--- config.mk ---
export PLATFORM = sky130hd
export DESIGN_NAME = alu_serial_responder
export DESIGN_NICKNAME = d
export VERILOG_FILES = /design/src/rtl/alu_serial_responder.sv
export SDC_FILE = /design/constraint.sdc
export NUM_CORES = 1
export LEC_CHECK = 0
export CORE_ASPECT_RATIO = 1.2
export CORE_MARGIN = 2
export CORE_UTILIZATION = 56
export DETAILED_ROUTE_END_ITERATION = 7
export PLACE_DENSITY = 0.92
export SETUP_SLACK_MARGIN = 0.5
export SLEW_MARGIN = 30
export SYNTH_ARGS = -nofsm -noshare
export SYNTH_HDL_FRONTEND = slang
export SYNTH_SLANG_ARGS = --single-unit
export TNS_END_PERCENT = 20
--- constraint.sdc ---
create_clock -name clk -period 4.5 [get_ports clk]
set_input_delay 0.45 -clock clk [delete_from_list [all_inputs] [get_ports clk]]
set_output_delay 0.45 -clock clk [all_outputs]
set_load 0.02 [all_outputs]
--- src/rtl/alu_serial_responder.sv ---
// alu_serial_responder: bit-serial ALU behind req/rsp handshakes, BPC bits per cycle; ALU_RSP_COUNT_EN adds rsp_count
module alu_serial_responder #(
   parameter int WIDTH = 32,
   parameter int BPC = 1
) (
   input  logic             clk,
   input  logic             rst,
   input  logic             req_valid,
   output logic             req_ready,
   input  logic [WIDTH-1:0] req_a,
   input  logic [WIDTH-1:0] req_b,
   input  logic [2:0]       req_op,
   output logic             rsp_valid,
   input  logic             rsp_ready,
   output logic [WIDTH-1:0] rsp_out,
   output logic             rsp_zero,
   output logic             rsp_overflow,
   output logic             rsp_cout,
   output logic             rsp_less
`ifdef ALU_RSP_COUNT_EN
   ,
   output logic [15:0]      rsp_count
`endif
);
   localparam int N = WIDTH / BPC;
   localparam int IW = N > 1 ? $clog2(N) : 1;
   typedef enum logic [1:0] {IDLE, CALC, DONE} state_t;
   state_t state, state_nx;
   logic [WIDTH-1:0] a_r, b_r, res, res_nx, out_nx;
   logic [2:0] op_r;
   logic [IW-1:0] idx;
   logic carry, is_add, is_sub, is_slt, is_arith, last, c_msb, ovf, less;
   logic [BPC-1:0] a_sl, b_sl, bits;
   logic [BPC:0] sum;
   always_comb begin
      is_add = op_r == 3'b010;
      is_sub = op_r == 3'b110;
      is_slt = op_r == 3'b111;
      is_arith = is_add || is_sub || is_slt;
      last = idx == IW'(N - 1);
      a_sl = a_r[BPC-1:0];
      b_sl = b_r[BPC-1:0] ^ {BPC{is_sub || is_slt}};
      sum = {1'b0, a_sl} + {1'b0, b_sl} + (BPC + 1)'(carry);
      // carry into the top bit of the slice, recovered from its sum bit
      c_msb = sum[BPC-1] ^ a_sl[BPC-1] ^ b_sl[BPC-1];
      ovf = c_msb ^ sum[BPC];
      less = sum[BPC-1] ^ ovf;
      bits = op_r == 3'b000 ? a_sl & b_sl :
             op_r == 3'b001 ? a_sl | b_sl :
             is_arith ? sum[BPC-1:0] : '0;
      res_nx = (res >> BPC) | (WIDTH'(bits) << (WIDTH - BPC));
      out_nx = is_slt ? WIDTH'(less) : res_nx;
   end
   always_ff @(posedge clk) begin
      if (rst) state <= IDLE;
      else state <= state_nx;
   end
   always_comb begin
      state_nx = state;
      case (state)
         IDLE: state_nx = req_valid ? CALC : IDLE;
         CALC: state_nx = last ? DONE : CALC;
         DONE: state_nx = rsp_ready ? IDLE : DONE;
         default: state_nx = IDLE;
      endcase
   end
   always_comb begin
      req_ready = state == IDLE && !rst;
      rsp_valid = state == DONE;
   end
   always_ff @(posedge clk) begin
      if (rst) begin
         a_r <= '0;
         b_r <= '0;
         op_r <= '0;
         idx <= '0;
         carry <= 1'b0;
         res <= '0;
         rsp_out <= '0;
         rsp_zero <= 1'b0;
         rsp_overflow <= 1'b0;
         rsp_cout <= 1'b0;
         rsp_less <= 1'b0;
      end else begin
         if (state == IDLE && req_valid) begin
            a_r <= req_a;
            b_r <= req_b;
            op_r <= req_op;
            idx <= '0;
            carry <= req_op == 3'b110 || req_op == 3'b111;
            res <= '0;
         end
         if (state == CALC) begin
            a_r <= a_r >> BPC;
            b_r <= b_r >> BPC;
            res <= res_nx;
            carry <= sum[BPC];
            idx <= idx + 1'b1;
            if (last) begin
               rsp_out <= out_nx;
               rsp_zero <= out_nx == '0;
               rsp_overflow <= (is_add || is_sub) && ovf;
               rsp_cout <= is_arith && sum[BPC];
               rsp_less <= (is_sub || is_slt) && less;
            end
         end
      end
   end
`ifdef ALU_RSP_COUNT_EN
   always_ff @(posedge clk) begin
      if (rst) rsp_count <= '0;
      else if (state == DONE && rsp_ready) rsp_count <= rsp_count + 16'd1;
   end
`endif
endmodule

== After elaboration in Yosys (flattened, before gate mapping) ==
Index checks and enable logic that the tools add are counted.
Storage, ports and cells
  output and inout bits: 38
  logic and storage cells: 68
  register bits after elaboration: 143
Cells by class
  $add $sub $neg: 3
  mux-type cells: 18
  eq/ne operators: 9
  bitwise operators: 8
  reductions and logical operators: 16
Operators with widths (count)
  31-bit two-way mux: 4
  32-bit two-way mux: 3
  32-bit logical NOT: 1
  31-bit by 32-bit OR with 32-bit output: 1
  3-bit equality test, second input constant: 4
  5-bit two-way mux: 2
  1-bit two-way mux: 6
  2-bit one-hot mux with 3 select lines: 1
  5-bit by 1-bit adder with 5-bit output, second input constant: 1
  5-bit equality test, second input constant: 1
  1-bit logical AND: 5
  1-bit bitwise XOR: 5
  1-bit logical OR: 4
  2-bit two-way mux: 2
  3-bit by 1-bit equality test with 1-bit output, second input constant: 1
  3-bit by 2-bit equality test with 1-bit output, second input constant: 1
  3-bit logical NOT: 1
  1-bit by 1-bit adder with 2-bit output: 1
  2-bit by 1-bit adder with 2-bit output: 1
  2-bit by 1-bit equality test with 1-bit output, second input constant: 1
  2-bit equality test, second input constant: 1
  2-bit logical NOT: 1
  2-bit AND reduction: 1
  2-bit nonzero test: 1
  other kinds (4): 4

== Depth between registers and ports, before layout ==
Gate-level depths: netlist (run 1).
  word-level depth: 11
  depth in mapped cells: 8
  gate-level depth less buffers: 7

== Worst setup path after synthesis (run 1) ==
OpenSTA, ideal clock, no wires.
  path type: register to register
  start: register op_r[1]
  end: register rsp_overflow
  clock period less this slack: 2.469 ns
  required time: 4.430 ns
  arrival: 2.399 ns
  cell stages (with the launch flop): 9
  path slack: 2.031 ns
  cells stage by stage: dfxtp_1 buf_2 nand2_1 xnor2_1 fa_1 xnor3_1 xnor3_1 or4b_1 a21oi_1
On the way
  longest elaborated chain between the ends: 9
Ends and longest elaborated chain
  from (decl): RTL line 30  | logic [2:0] op_r;
  from (signal assigned): RTL line 88  | op_r <= req_op;
  3-bit equality test, on equally long branches: RTL line 37, 38
  1-bit logical OR: RTL line 42  | b_sl = b_r[BPC-1:0] ^ {BPC{is_sub || is_slt}};
  1-bit bitwise XOR: RTL line 42
  1-bit by 1-bit adder with 2-bit output: RTL line 43  | sum = {1'b0, a_sl} + {1'b0, b_sl} + (BPC + 1)'(carry);
  2-bit by 1-bit adder with 2-bit output: RTL line 43
  1-bit bitwise XOR (2 in a row): RTL line 45  | c_msb = sum[BPC-1] ^ a_sl[BPC-1] ^ b_sl[BPC-1];
  1-bit bitwise XOR: RTL line 46  | ovf = c_msb ^ sum[BPC];
  1-bit logical AND *: RTL line 102  | rsp_overflow <= (is_add || is_sub) && ovf;
  to (signal assigned): RTL line 102
  to (decl): RTL line 17  | output logic rsp_overflow,
Every way passes the cells marked *; elsewhere a longest branch is shown, timed or not.
A chain may end at the register's enable or synchronous reset.

== Worst setup path after layout (run 1) ==
Same ends and word-level chain as after synthesis.

==> key figures, run 1 <==
Floorplanning
  – Initial Util: 57.27%
  – Y dimension of the die: 114.6 um
  – Top Ports: 109
  – Die ar.: 11010 um2
  – FP Rows: 40
  – Die width: 96.13 um
  – Core area: 9960 um2

Placement
  – Post-DP HPWL: 8669 um
  – DP Area: 6764 um2
  – Dpl ws: 1747 ps
  – Port bufs: 108
  – Gp weighted congestion: 0.7673

Final layout
  – Fin area: 7423 um2
  – Nets: 848
  – Synth-to-layout area growth: 30.14%
  – Utilization after layout: 74.54%
  – Antenna Cells: 0
  – Share of cells above drive strength 1: 5.732%

Timing
  – Final Max Slew Viols: 0
  – Setup WS post-layout: 1764 ps
  – Final hold violations: 0
  – Least-Margin Pin Slew: 797.2 ps
  – Final Cycle Share: 60.81%
  – Max Clock Freq: 365.5 MHz
  – Final min period: 2736 ps
  – Slew margin rel.: 46.85%
  – Sum Neg Setup Slack: 0 ps
  – Worst Skew: 8.755 ps
  – # setup viols final: 0
  – RSZ-0062 raised after global routing: false

Flow run
  – Max Cap Viol: 0

Yosys
  – Netlist area before placement: 5704 um2
  – Sequential fraction of the synthesis area: 49.84%
  – Syn Nets: 777
  – XOR/XNOR Fraction of Synth Area: 0.9432%
  – EDFF count, synth: 0
  – Most frequent cell after synthesis: nand2_1
  – Complex-gate fraction of the synthesized area: 18.58%
  – Portion of netlist area occupied by mux cells: 0.5264%
  – Synth Register Bits: 142
  – Leading area contributor after synthesis: dfxtp_1
  – Synth async-reset ratio: 0%
  – Ys Warns: 0
  – Largest family of logic cells by synthesized area: simple AND/OR/NAND/NOR gates
  – Post-Synth Simple-Gate Area: 24.41%
  – Syn Inst Count: 702
  – Post-synth top cells: 168 x nand2_1, 142 x dfxtp_1, 107 x nor2_1, 63 x a311oi_1, 52 x clkbuf_1
  – Synthesized area per cell: 8.126 um2
  – Synth top area share: 49.84%
  – Cell variety after synth: 33
  – Post-Synth Adder-Cell Area: 1.141%
  – Top FF cell, synth: dfxtp_1
  – Synth top area cells: dfxtp_1 50%, nand2_1 11%, a311oi_1 9.7%, nor2_1 7.0%, a21oi_1 3.9%

Clocking
  – PostCTS Resize Cnt: 0
  – Htree depth: 4
  – Hold-fix buffers at CTS: 0
  – Worst skew pair latency: 410 ps
  – Max clock buf depth: 2
  – TritonCTS clock tree: done
  – Num CTS Buffers: 17
  – Setup bufs post-CTS: 0
  – Root buffer cell: clkbuf_16
  – Clock sink count: 142
  – Clock transition at the registers of the reported paths: 60 ps

Worst setup path
  – Worst-path cell chain: nand2_1, xnor2_1, fa_1, xnor3_1, xnor3_1, or4b_1, a21oi_1
  – CP arrival: 3070 ps
  – CP dominant cell by count: xnor3_1
  – Crit end category: register
  – Max Fanout on Critical Path: 9
  – CP startpoint kind: register
  – Critical-path top delay cell: or4b_1
  – Worst path max stage delay: 530 ps
  – Required @ worst endpoint: 4830 ps
  – Crit Path Category: reg -> reg
  – R2R Setup Slk: 1760 ps

GRT
  – Initial antenna violation count: 0
  – First-pass GRT wire length: 23360 um
  – Largest net degree at the start of global routing: 104
  – Total global routing overflow: 0
  – Number of global-route vias before repair: 5173
  – All-Layer GR Usage: 26.47%

Power
  – Pwr/cell area: 419.3 nW/um2
  – Share of total power in combinational logic: 10.2%
  – VDD IR max: 0.2312 mV
  – Internal power: 2.364 mW
  – Seq pwr share: 43.7%
  – Clk pwr share: 46.1%
  – Total Power: 3.112 mW
  – Pleak: 2.706 nW
  – Switching part of the total power: 24.05%
  – Sw power: 0.7486 mW

Detailed routing
  – Routed len/inst: 15.63 um
  – Detailed Route Iter0 Violations: 406
  – WL final: 14240 um
  – Number of vias per cell: 5.968
  – Drc violations: 0
  – Metal-1 WL: 5690 um
  – Drt first pass iters: 5
  – Uppermost layer routed: met4
  – Metal3 WL: 834 um
  – Antenna Violating Nets Remaining: 0
  – DR vias: 5437
  – DR WL met2: 7467 um

Outcome
  – Run status: complete, no violations

Worst hold path
  – Hold Path Class: reg -> reg
[final cells by class]
class | count | area [um2]
Sequential cell | 142 | 2843
Multi-Input combinational cell | 494 | 2641
Fill cell | 687 | 2536
Timing Repair Buffer | 116 | 1162
Clock buffer | 19 | 452.9
Clock inverter | 12 | 158.9
Tap cell | 126 | 157.7
Inverter | 2 | 7.507
[power by group through the flow]
stage,Clock [mW],Combinational (mW),Sequential [mW]
detailed placement,0,0.307,1.39
finish,1.43,0.318,1.36
floorplan,0,0.207,1.37
global route,1.49,0.353,1.37
global placement,0,0.291,1.38
CTS,1.44,0.310,1.36
[worst max-delay path, delay by kind of cell, from the launching register on]
kind                     cells  cell delay [ps]
adder cells (fa/ha/maj)      1              520
flip-flops                   1              480
XOR/XNOR                     3              850
AO/OA/AOI/OAI                1              130
AND/OR/NAND/NOR              2              690
[registers in the layout, indices dropped and copies added (netlist names)]
signal,count
a_r,32
b_r,32
rsp_out,32
res,31
idx,5
op_r,3
state,2
carry,1
rsp_cout,1
rsp_less,1
rsp_overflow,1
rsp_zero,1
[cells by family (layout without fill, tap and decap cells)]
family,after synthesis,in the layout
AND/OR/NAND/NOR,338,338
AO/OA/AOI/OAI,146,146
flip-flops,142,142
buffers and inverters,66,149
adder cells (fa/ha/maj),4,4
XOR/XNOR,3,3
multiplexers,3,3
[metrics by stage]
stage	hold slack [ps]	std cells
detailed placement	459.1	878
CTS	466.7	909
floorplan	428.7	702
global route	488.9	911
finish	467.0	911
global placement	449.0	878
[layout by cell type, fill, tap and decap left out, types with 3 or more instances in the layout]
| cell type | synthesis | final |
|---|---|---|
| inv_6 | 0 | 3 |
| mux2i_1 | 3 | 3 |
| dfxtp_1 | 142 | 142 |
| nand3_1 | 34 | 34 |
| bufinv_16 | 0 | 3 |
| a311oi_1 | 63 | 63 |
| buf_4 | 0 | 7 |
| nor3_1 | 4 | 4 |
| clkbuf_16 | 0 | 17 |
| a22oi_1 | 30 | 30 |
| nor2_1 | 107 | 107 |
| a21oi_1 | 45 | 45 |
| nand2_1 | 168 | 167 |
| nand4_1 | 4 | 4 |
| clkdlybuf4s50_1 | 0 | 107 |
| nor4_1 | 8 | 8 |
| a211oi_1 | 3 | 3 |
[final timing paths]
kind	startpoint	end	depth (start not counted)
min reg2reg	rsp_less	rsp_less	2
max reg2reg	op_r[1]	rsp_overflow	7
max	op_r[1]	rsp_overflow	7
min	rsp_less	rsp_less	2
[per-layer routing]
layer / global-route usage [%] / up-vias
met1: 32.32 / 2580
met2: 45.46 / 229
li1: - / 2599
met5: 0 / -
met3: 6.320 / 29
met4: 8.476 / 0
Power figures use the tool's default switching activity.
==> run 2, diff against run 1 <==
--- a/config.mk
+++ b/config.mk
@@ -7,9 +7,9 @@
 export LEC_CHECK = 0
 export CORE_ASPECT_RATIO = 1.2
 export CORE_MARGIN = 2
-export CORE_UTILIZATION = 56
+export CORE_UTILIZATION = 47
 export DETAILED_ROUTE_END_ITERATION = 7
-export PLACE_DENSITY = 0.92
+export PLACE_DENSITY = 0.83
 export SETUP_SLACK_MARGIN = 0.5
 export SLEW_MARGIN = 30
 export SYNTH_ARGS = -nofsm -noshare
==> constraint.sdc (replaced) <==
create_clock -name clk -period 2.3 [get_ports clk]
set_input_delay 0.23 -clock clk [delete_from_list [all_inputs] [get_ports clk]]
set_output_delay 0.23 -clock clk [all_outputs]
set_load 0.02 [all_outputs]
==> run 2 against run 1 <==
  * Fmax up 21%
  * Via count up 0.31%
  * Clock skew down 1.6 ps
  * Non-clock buffer count up 21
  * Critical path depth unchanged
==> key figures, run 2 (synthesis results as in run 1) <==
Worst setup path
  – Worst-path cell chain: nand2_4, xnor2_4, fa_2, xnor3_1, xnor3_1, or4b_4, a21oi_2
  – Required @ worst endpoint: 2650 ps (-2180 ps)
  – CP dominant cell by count: xnor3_1
  – Worst path max stage delay: 560 ps (+30 ps)
  – Crit end category: register
  – CP arrival: 2610 ps (-460 ps)
  – Critical-path top delay cell: fa_2
  – CP startpoint kind: register
  – Crit Path Category: reg -> reg
  – Max Fanout on Critical Path: 2 (-7)

Placement
  – DP Area: 6973 um2 (+3.1%)
  – Dpl ws: -13.38 ps (-1761 ps)
  – Port bufs: 108 (unchanged)
  – Post-DP HPWL: 8679 um (+0.12%)
  – Gp weighted congestion: 0.8021 (+4.5%)

Timing
  – Final hold violations: 0 (unchanged)
  – Final min period: 2261 ps (-475.5 ps)
  – Least-Margin Pin Slew: 591.0 ps (-206.3 ps)
  – Worst Skew: 7.165 ps (-1.590 ps)
  – Final Cycle Share: 98.29% (+37 points)
  – Worst hold margin: 371.1 ps (-95.96 ps)
  – Slew margin rel.: 60.60% (+14 points)
  – # setup viols final: 0 (unchanged)
  – Final Max Slew Viols: 0 (unchanged)
  – RSZ-0062 raised after global routing: true
  – Max Clock Freq: 442.3 MHz (+21%)
  – Setup WS post-layout: 39.23 ps (-1724 ps)

Detailed routing
  – DR vias: 5454 (+0.31%)
  – Drt first pass iters: 5 (unchanged)
  – Number of vias per cell: 5.634 (-5.6%)
  – Drc violations: 0 (unchanged)
  – Antenna Violating Nets Remaining: 0 (unchanged)
  – Routed len/inst: 15.44 um (-1.2%)
  – Detailed Route Iter0 Violations: 289 (-29%)
  – WL final: 14950 um (+4.9%)

GRT
  – Total global routing overflow: 0 (unchanged)
  – Initial antenna violation count: 0 (unchanged)
  – Number of global-route vias before repair: 5102 (-1.4%)
  – First-pass GRT wire length: 23620 um (+1.1%)
  – All-Layer GR Usage: 21.96% (-4.5 points)
  – Largest net degree at the start of global routing: 144 (+38%)

Final layout
  – Fin area: 7866 um2 (+6.0%)
  – Commonest non-fill, non-tap cells in the layout: 166 x nand2_1, 138 x dfxtp_1, 107 x nor2_1, 107 x clkdlybuf4s50_1, 63 x a311oi_1
  – Synth-to-layout area growth: 37.90%
  – Nets: 870 (+2.6%)
  – Utilization after layout: 65.85% (-8.7 points)
  – Share of cells above drive strength 1: 10.41% (+4.7 points)
  – Most common cell after layout, fill and taps aside: nand2_1
  – Antenna Cells: 0 (unchanged)
  – Largest regs: a_r: 32 flops, b_r: 32 flops, rsp_out: 32 flops

Clocking
  – Num CTS Buffers: 17 (unchanged)
  – Max clock buf depth: 2 (unchanged)
  – Clock sink count: 142 (unchanged)
  – Worst skew pair latency: 420 ps (about the same)
  – TritonCTS clock tree: done
  – Clock transition at the registers of the reported paths: 60 ps (about the same)
  – Hold-fix buffers at CTS: 0 (unchanged)
  – Root buffer cell: clkbuf_16
  – Htree depth: 4 (unchanged)

Power
  – Pleak: 2.891 nW (+6.8%)
  – Pwr/cell area: 779.1 nW/um2 (+86%)
  – Total Power: 6.129 mW (+97%)
  – VDD IR max: 0.4727 mV (+100%)

Flow run
  – Max Cap Viol: 0 (unchanged)

Worst hold path
  – Hold Path Class: in -> reg

Floorplanning
  – Die ar.: 13040 um2 (+18%)
  – Top Ports: 109 (unchanged)
  – Die width: 104.6 um (+8.8%)
  – FP Rows: 44 (+10%)
  – Core area: 11950 um2 (+20%)
  – Y dimension of the die: 124.7 um (+8.8%)
  – Initial Util: 47.75% (-9.5 points)

Outcome
  – Run status: complete, no violations
[run 2: cell types whose count changed in the layout (fill, tap and decap cells not counted), moves of 3 or more]
| cell | delta |
|---|---|
| a22oi_1 | -6 |
| a22oi_2 | +6 |
| buf_12 | +9 |
| buf_4 | +10 |
| dfxtp_1 | -4 |
| dfxtp_2 | +4 |
| inv_6 | -3 |
[run 2: cell type report]
class / count / area (um2)
tap: 161 / 201.4
timing repair buffer: 137 / 1459
sequential: 142 / 2848
inverter: 2 / 7.507
clock inverter: 10 / 137.6
clock buffer: 21 / 470.5
multi-input combinational: 495 / 2743
fill: 972 / 4080
[run 2: final timing paths]
check / from / slack [ps] / cells after the start / to
worst max register to register: op_r[2] / 40 / 7 / rsp_overflow
worst max-delay path: op_r[2] / 40 / 7 / rsp_overflow
worst min register to register: rsp_cout / 460 / 2 / rsp_cout
worst min-delay path: req_op[0] / 370 / 3 / op_r[0]
[run 2: critical path: cells and delay by family (launching register included)]
family	cells	cell delay (ps)
AO/OA/AOI/OAI	1	130
XOR/XNOR	3	560
adder cells (fa/ha/maj)	1	560
flip-flops	1	350
AND/OR/NAND/NOR	2	580
[run 2: layer usage]
metal	GRT usage (%)	routed length, um	vias to the layer above
li1	-	-	2645
met1	26.24	5907	2556
met2	37.60	7743	223
met3	5.913	1012	30
met4	8.188	282	0
met5	0	0	-
[run 2: power breakdown]
group / internal (mW) / switching [mW] / leakage [nW]
Sequential: 2.58 / 0.0770 / 1.16
Clock: 1.78 / 1.02 / 0.295
Combinational: 0.308 / 0.356 / 1.44
Total: 4.67 / 1.46 / 2.89
[run 2: what timing repair did]
action / CTS / global route
pin swaps: 1 / 7
gates cloned: 2 / 1
resized for setup: 8 / 14
endpoints found under the setup margin: 36 / 41
setup buffers: 4 / 9
[run 2: stage by stage]
stage	instances	setup TNS (ps)
2_1_floorplan	702	0
3_3_place_gp	921	0
3_5_place_dp	921	-13.38
4_1_cts	958	0
5_1_grt	968	-16.10
6_report	968	0
==> run 3, diff against run 2 <==
--- a/config.mk
+++ b/config.mk
@@ -5,11 +5,12 @@
 export SDC_FILE = /design/constraint.sdc
 export NUM_CORES = 1
 export LEC_CHECK = 0
+export CAP_MARGIN = 20
 export CORE_ASPECT_RATIO = 1.2
 export CORE_MARGIN = 2
 export CORE_UTILIZATION = 47
 export DETAILED_ROUTE_END_ITERATION = 7
-export PLACE_DENSITY = 0.83
+export PLACE_DENSITY = 0.84
 export SETUP_SLACK_MARGIN = 0.5
 export SLEW_MARGIN = 30
 export SYNTH_ARGS = -nofsm -noshare
==> run 3 against run 2 <==
  * Via count increased by 1.5%
  * Combinational power down 2%
  * Die area unchanged
  * Design area rose by 1.3%
  * Clock power grew 3%
==> key figures, run 3 (synthesis results as in run 1) <==
Worst setup path
  – Required @ worst endpoint: 2640 ps (about the same)
  – CP startpoint kind: register
  – Crit end category: register
  – CP arrival: 2600 ps (about the same)
  – Crit Path Category: reg -> reg
  – Max Fanout on Critical Path: 2 (unchanged)
  – R2R Setup Slk: 40 ps (about the same)

Detailed routing
  – Routed len/inst: 15.80 um (+2.3%)
  – WL final: 15260 um (+2.1%)
  – Antenna Violating Nets Remaining: 0 (unchanged)
  – Drc violations: 0 (unchanged)
  – Number of vias per cell: 5.730 (+1.7%)
  – DR vias: 5535 (+1.5%)
  – Detailed Route Iter0 Violations: 273 (-5.5%)
  – Drt first pass iters: 6 (+1)

Timing
  – Sum Neg Setup Slack: 0 ps (unchanged)
  – Final min period: 2260 ps (-1.100 ps)
  – Final Cycle Share: 98.25% (about the same)
  – Worst Skew: 6.655 ps (-0.5105 ps)
  – RSZ-0062 raised after global routing: true
  – Final hold violations: 0 (unchanged)
  – Least-Margin Pin Slew: 588.8 ps (-2.201 ps)
  – Max Clock Freq: 442.5 MHz (about the same)
  – Slew margin rel.: 60.39% (-0.22 points)
  – # setup viols final: 0 (unchanged)
  – Worst hold margin: 382.6 ps (+11.50 ps)
  – Final Max Slew Viols: 0 (unchanged)

GRT
  – All-Layer GR Usage: 21.90% (-0.064 points)
  – Largest net degree at the start of global routing: 144 (unchanged)
  – First-pass GRT wire length: 23540 um (-0.32%)
  – Total global routing overflow: 0 (unchanged)
  – Number of global-route vias before repair: 5241 (+2.7%)
  – Initial antenna violation count: 0 (unchanged)

Clocking
  – Worst skew pair latency: 410 ps (about the same)
  – Root buffer cell: clkbuf_16
  – TritonCTS clock tree: done
  – Max clock buf depth: 2 (unchanged)
  – Num CTS Buffers: 17 (unchanged)
  – Clock transition at the registers of the reported paths: 60 ps (about the same)
  – Hold-fix buffers at CTS: 0 (unchanged)
  – Clock sink count: 142 (unchanged)
  – Htree depth: 4 (unchanged)

Floorplanning
  – FP Rows: 44 (unchanged)
  – Die ar.: 13040 um2 (unchanged)
  – Top Ports: 109 (unchanged)
  – Core area: 11950 um2 (unchanged)
  – Die width: 104.6 um (unchanged)
  – Initial Util: 47.75% (unchanged)
  – Y dimension of the die: 124.7 um (unchanged)

Power
  – VDD IR max: 0.5091 mV (+7.7%)
  – Total Power: 6.186 mW (+0.93%)
  – Pleak: 2.899 nW (+0.30%)
  – Pwr/cell area: 776.7 nW/um2 (-0.32%)

Flow run
  – Max Cap Viol: 0 (unchanged)

Final layout
  – Commonest non-fill, non-tap cells in the layout: 166 x nand2_1, 136 x dfxtp_1, 107 x nor2_1
  – Synth-to-layout area growth: 39.64%
  – Largest regs: a_r: 32 flops, b_r: 32 flops, rsp_out: 32 flops
  – Antenna Cells: 0 (unchanged)
  – Utilization after layout: 66.67% (+0.83 points)
  – Share of cells above drive strength 1: 13.29% (+2.9 points)
  – Nets: 867 (-0.34%)
  – Most common cell after layout, fill and taps aside: nand2_1

Outcome
  – Run status: complete, no violations

Placement
  – Gp weighted congestion: 0.7861 (-2.0%)
  – Port bufs: 108 (unchanged)
  – Post-DP HPWL: 8872 um (+2.2%)

Worst hold path
  – Hold Path Class: in -> reg
-- run 3: cell types whose count changed in the layout (fill, tap and decap cells not counted), sizes merged --
cell	change
buf	-3
clkdlybuf4s50	-2
bufbuf	-1
bufinv	+1
clkbuf	+1
dlygate4sd2	+1
dlymetal6s2s	+1
-- run 3: timing repair --
item                                    in CTS  in global routing
endpoints found under the setup margin      42                 98
buffers inserted                             6                  6
pin swaps                                    2                 16
resized for setup                           19                 36
gates cloned                                 2                  1
-- run 3: cell type report --
type / instances / area [um2]
Clock inverter: 11 / 163.9
Clock buffer: 21 / 460.4
Fill cell: 973 / 3981
Tap cell: 161 / 201.4
Sequential cell: 142 / 2855
Inverter: 2 / 7.507
Timing Repair Buffer: 134 / 1409
Multi-Input combinational cell: 495 / 2868
-- run 3: power by group --
part           switching (mW)  internal, mW  leakage, nW
clock                    1.01          1.87        0.303
combinational           0.355         0.296         1.43
sequential             0.0760          2.58         1.16
-- run 3: final timing paths --
path,start,endpoint,depth (start not counted)
worst min register to register,rsp_less,rsp_less,2
worst min-delay path,req_op[0],op_r[0],3
worst max register to register,op_r[2],rsp_overflow,7
worst max-delay path,op_r[2],rsp_overflow,7
-- run 3: through the flow --
step / setup slack [ps] / cell area, um2 / instances
2_1_floorplan: 39.08 / 5741 / 702
3_3_place_gp: 58.10 / 6928 / 919
3_5_place_dp: -5.446 / 6933 / 919
4_1_cts: 30.89 / 7730 / 959
5_1_grt: -35.62 / 7965 / 966
6_report: 40.33 / 7965 / 966
-- run 3: worst max-delay path: stages, from the launching register on --
cell and delay, ps:
dfxtp_2 350, nand2_4 80, xnor2_4 160, fa_2 560
xnor3_1 230, xnor3_1 190, or4b_1 500, a21oi_1 120
-- run 3: metal layers --
layer,part of all wire [%],wire [um],track usage (%),up-vias
li1,-,-,-,2653
met1,38,5722,24.41,2630
met2,53,8156,38.49,207
met3,6.2,939,5.495,45
met4,2.9,439,10.89,0
met5,0,0,0,-
